## src/rtl/stream_arb2x128.sv

```systemverilog
// stream_arb2x128: round-robin merge of two 128-bit valid/rdy streams with bounded bursts and per-source beat counters.
// Optional feature macro STREAM_ARB_TAG_EN: when defined, s1o_data[127:120] carries the source ID (8'h01 / 8'h02).
module stream_arb2x128 #(
  parameter int MAX_BURST = 16,
  parameter int CNT_W     = 32
) (
  input  logic             clk,
  input  logic             rst,
  input  logic             s1i_valid,
  output logic             s1i_rdy,
  input  logic [127:0]     s1i_data,
  input  logic             s2i_valid,
  output logic             s2i_rdy,
  input  logic [127:0]     s2i_data,
  output logic             s1o_valid,
  input  logic             s1o_rdy,
  output logic [127:0]     s1o_data,
  output logic [CNT_W-1:0] beats1,
  output logic [CNT_W-1:0] beats2
);
  typedef enum logic [1:0] {IDLE, G1, G2} state_t;
  state_t           r_state, w_next;
  logic             r_last;
  logic [7:0]       r_burst;
  logic             r_ovalid;
  logic [127:0]     r_odata;
  logic [CNT_W-1:0] r_beats1, r_beats2;
  logic             w_adv, w_t1, w_t2, w_xfer, w_last_beat, w_exit;
  logic [127:0]     w_din;
  assign w_adv       = ~r_ovalid | s1o_rdy;
  assign s1i_rdy     = w_adv & (r_state == G1);
  assign s2i_rdy     = w_adv & (r_state == G2);
  assign w_t1        = s1i_valid & s1i_rdy;
  assign w_t2        = s2i_valid & s2i_rdy;
  assign w_xfer      = w_t1 | w_t2;
  assign w_last_beat = w_xfer & (r_burst == 8'(MAX_BURST - 1));
`ifdef STREAM_ARB_TAG_EN
  assign w_din = w_t1 ? {8'h01, s1i_data[119:0]} : {8'h02, s2i_data[119:0]};
`else
  assign w_din = w_t1 ? s1i_data : s2i_data;
`endif
  assign s1o_valid = r_ovalid;
  assign s1o_data  = r_odata;
  assign beats1    = r_beats1;
  assign beats2    = r_beats2;
  // Grant selection: tie in IDLE goes to the source not served last; a grant ends on a full burst or when its source drains
  always_comb begin
    w_next = r_state;
    w_exit = 1'b0;
    case (r_state)
      IDLE: w_next = (s1i_valid & s2i_valid) ? (r_last ? G1 : G2) : s1i_valid ? G1 : s2i_valid ? G2 : IDLE;
      G1: begin
        w_exit = w_last_beat | ~s1i_valid;
        if (w_exit) w_next = s2i_valid ? G2 : IDLE;
      end
      G2: begin
        w_exit = w_last_beat | ~s2i_valid;
        if (w_exit) w_next = s1i_valid ? G1 : IDLE;
      end
      default: w_next = IDLE;
    endcase
  end
  // State, burst tracking, output register and beat counters
  always_ff @(posedge clk) begin
    if (rst) begin
      r_state  <= IDLE;
      r_last   <= 1'b1;
      r_burst  <= '0;
      r_ovalid <= 1'b0;
      r_odata  <= '0;
      r_beats1 <= '0;
      r_beats2 <= '0;
    end else begin
      r_state <= w_next;
      if (w_exit) begin
        r_last  <= (r_state == G2);
        r_burst <= '0;
      end else if (w_xfer) r_burst <= r_burst + 8'd1;
      if (w_adv) r_ovalid <= w_xfer;
      if (w_xfer) r_odata <= w_din;
      if (w_t1) r_beats1 <= r_beats1 + CNT_W'(1);
      if (w_t2) r_beats2 <= r_beats2 + CNT_W'(1);
    end
  end
endmodule

```

## config.mk

```make
export PLATFORM = sky130hd
export DESIGN_NAME = stream_arb2x128
export DESIGN_NICKNAME = d
export VERILOG_FILES = /design/src/rtl/stream_arb2x128.sv
export SDC_FILE = /design/constraint.sdc
export NUM_CORES = 1
export LEC_CHECK = 0
export ABC_AREA = 1
export CORE_AREA = 2 2 178 180
export CTS_CLUSTER_DIAMETER = 150
export DETAILED_ROUTE_END_ITERATION = 6
export DIE_AREA = 0 0 180 182
export GPL_TIMING_DRIVEN = 1
export PLACE_DENSITY_LB_ADDON = 0.25
export SLEW_MARGIN = 10
export SYNTH_ARGS = -nofsm -noshare
export SYNTH_HDL_FRONTEND = slang
export SYNTH_SLANG_ARGS = --single-unit
```

## constraint.sdc

```tcl
create_clock -name clk -period 3.8 [get_ports clk]
set_input_delay 0.95 -clock clk [delete_from_list [all_inputs] [get_ports clk]]
set_output_delay 0.95 -clock clk [all_outputs]
set_load 0.02 [all_outputs]
```

==> metrics.csv <==
stage,metric,value,unit
placement,io_buffer_count,455,
route,wl_per_cell,16.96,um
setup_path,startpoint_type,input port,
cts,cts_setup_buffers,0,
synth,avgSynthCellArea,6.980,sq um
route,drtAntennaViolNets,0,
synth,synthDistinctLibCells,31,
synth,yosys.area_share.simple,0.2390,
sta,timing.final.crit_share,0.8692,
placement,dp_slack,0.4975,ns
layout,num-fill-cells,3063,
hold_path,worstHoldPathType,reg -> reg,
route,drt_iter0_drc,582,
die,die_area,32760,sq um
synth,ys_ff_latch,204,
route,first_pass_iters,5,
cts,ctsHoldBuffers,0,
synth,yosysSeqAreaShare,0.4080,
global_route,grtUsageTotal,0.2233,
cts,clk_pin_slew,0.06,ns
layout,layout.nets,2113,
die,start_util,0.3230,
die,die_w,180,um
synth,synth.area.mux_share,0,
synth,syn_area,10010,sq um
global_route,grt_pass1_wl,58.69,mm
global_route,grt_pass1_vias,10330,
setup_path,critPathRequiredTime,2.85,ns
global_route,grt_max_degree,165,
route,vias,10990,
synth,synth_fp_nets,1702,
run_status,status,completed,
sta,setup_viol,0,
route,avgViaCountPerCell,4.838,
sta,finalClockSkew,0.02715,ns
sta,fmax,0.3028,GHz
setup_path,cp-end-kind,output pin,
placement,gp_congestion,0.8597,
die,rows,65,
route,routed_wirelength,38.54,mm
setup_path,ff2ff_setup_slack,1.25,ns
synth,synth_xor_area_frac,0.009625,
sta,rsz0062_at_grt,no,
layout,syn2layout_area_growth,56.54,%
power_and_ir_drop,max-vdd-ir-drop,0.0002435,V
cts,clock_latency,0.53,ns
placement,dp_hpwl,28.04,mm
die,core,30990,sq um
power_and_ir_drop,p_leak,0.005456,uW
cts,numCtsBuffers,26,
synth,ys_warn_count,0,
setup_path,critPathMaxFanout,3,
cts,clock_sinks,204,
cts,cts_tree,done,
cts,cts_buffer_depth,3,
route,drc,0,
sta,final_max_slew_viol_count,0,
sta,fin_setup_tns,0,ns
cts,cts_max_level,1,
die,die_h,182,um
global_route,antenna_found_initial,7,
setup_path,crit_type,in -> out,
setup_path,cp.arrival,2.35,ns
power_and_ir_drop,power_density,420.1,nW/um^2
sta,layout_min_cycle_time,3.303,ns
synth,synth_top_family_by_area,compound AO/OA/AOI/OAI gates,
sta,slew_headroom,0.2633,
synth,synth_fa_ha_area_frac,0.008750,
die,ios,456,
sta,worstMarginPinSlew,1.105,ns
layout,drive_above_1_share,0.03648,
cts,cts_resized,0,
sta,final-hold-violation-count,0,
sta,fin_ws,0.4971,ns
global_route,grt_overflow,0,
job,drv_cap,0,
synth,synth_cells,1434,
cts,cts-root-buf,clkbuf_16,
synth,synth_compound_area_frac,0.2614,
layout by cell type (no fill, tap or decap), types with 7 or more instances in the layout:
cell type,count
clkdlybuf4s50_1,454
nand2_1,381
dfxtp_1,204
a21oi_1,172
nor2_1,132
o21a_1,130
o21ai_1,104
inv_1,85
o21ai_0,46
clkbuf_16,27
nand3_1,21
nand3b_1,13
nand4_1,9
clkinv_2,9
xor2_1,8
nor3_1,8
nor2_2,7
ha_1,7
buf_12,7
routing by layer:
layer,GRT usage,up-vias,wire length [um]
met5,0,-,13
met4,0.07935,2,1013
met3,0.05596,53,2358
met2,0.3810,341,18700
met1,0.2728,5030,16450
li1,-,5565,-
report_power, final:
part           internal [uW]  switching [uW]
logic                    836             963
registers               2320            96.0
clock network           1420             942
final timing paths:
check	from	to	cells past startpoint
worst min-delay path	s1o_data[5]$_SDFFE_PP0P_	s1o_data[5]$_SDFFE_PP0P_	2
worst max-delay path	s1o_rdy	s1i_rdy	6
worst max register to register	r_state[0]$_SDFFE_PP0P_	s1o_data[41]$_SDFFE_PP0P_	8
worst min register to register	s1o_data[5]$_SDFFE_PP0P_	s1o_data[5]$_SDFFE_PP0P_	2
registers in the layout (all words and copies together), names as in the netlist:
signal     flops
s1o_data     128
beats1        32
beats2        32
r_burst        8
r_state        2
r_last         1
s1o_valid      1
cells by family (layout without fill, tap and decap cells):
group | count (synthesis) | after routing
fa+ha+maj | 7 | 7
xor+xnor | 11 | 11
compound gates | 456 | 456
other cells | 0 | 6
simple gates | 586 | 586
flops | 204 | 204
buf+inv | 170 | 600
cells in the mapped netlist:
cell type  number  area share
ha_1            7      0.0087
dfxtp_1       204        0.41
nand2_2         3      0.0019
a31oi_1         1     0.00063
inv_1          86       0.032
and3_1          5      0.0031
nor4_1          2      0.0012
o21ai_1       104       0.052
a211oi_1        2      0.0015
o21bai_1        1     0.00075
inv_2           3      0.0011
buf_6           1      0.0011
o21a_1        130       0.098
xnor2_1         3      0.0026
nor2_4          1      0.0011
clkbuf_1       35       0.013
nor2_2          7      0.0044
nand4_1         9      0.0056
xor2_1          8      0.0070
nand3_4         2      0.0035
nor3b_1         2      0.0015
nand3_1        21       0.010
buf_2          31       0.016
o21ai_0        46       0.023
buf_4          13      0.0097
nor3_1          8      0.0040
nor2_1        132       0.050
buf_1           1     0.00037
nand2_1       381        0.14
nand3b_1       13      0.0097
a21oi_1       172       0.086
per-stage QoR:
stage          hold slack (ns)    util  instances  instance area [sq um]  total power, uW
3_5_place_dp            0.4541  0.4786       2219                  14830             4278
6_report                0.4614  0.5057       2272                  15670             6582
3_3_place_gp            0.4498  0.4786       2219                  14830             4252
5_1_grt                 0.4753  0.5055       2270                  15660             6923
2_1_floorplan           0.4449       -       1434                  10010             3421
4_1_cts                 0.4632  0.5052       2266                  15650             6677
cell type report:
type                       count  area [sq um]  share of cell area
antenna                        6         15.01           0.0009582
clock buffer                  36         739.5             0.04719
clock inverter                11         83.83            0.005350
inverter                      89         339.1             0.02164
multi-input combinational   1060          5197              0.3317
sequential                   204          4084              0.2606
tap                          402         503.0             0.03210
timing repair buffer         464          4707              0.3004
worst max-delay path, cell delays in order:
cell             delay (ns)
clkdlybuf4s50_1        0.47
inv_2                  0.04
nand2_2                0.11
inv_1                  0.08
nor2_1                 0.09
clkdlybuf4s50_1        0.61
Note: power is estimated with default switching activity, not from simulation.
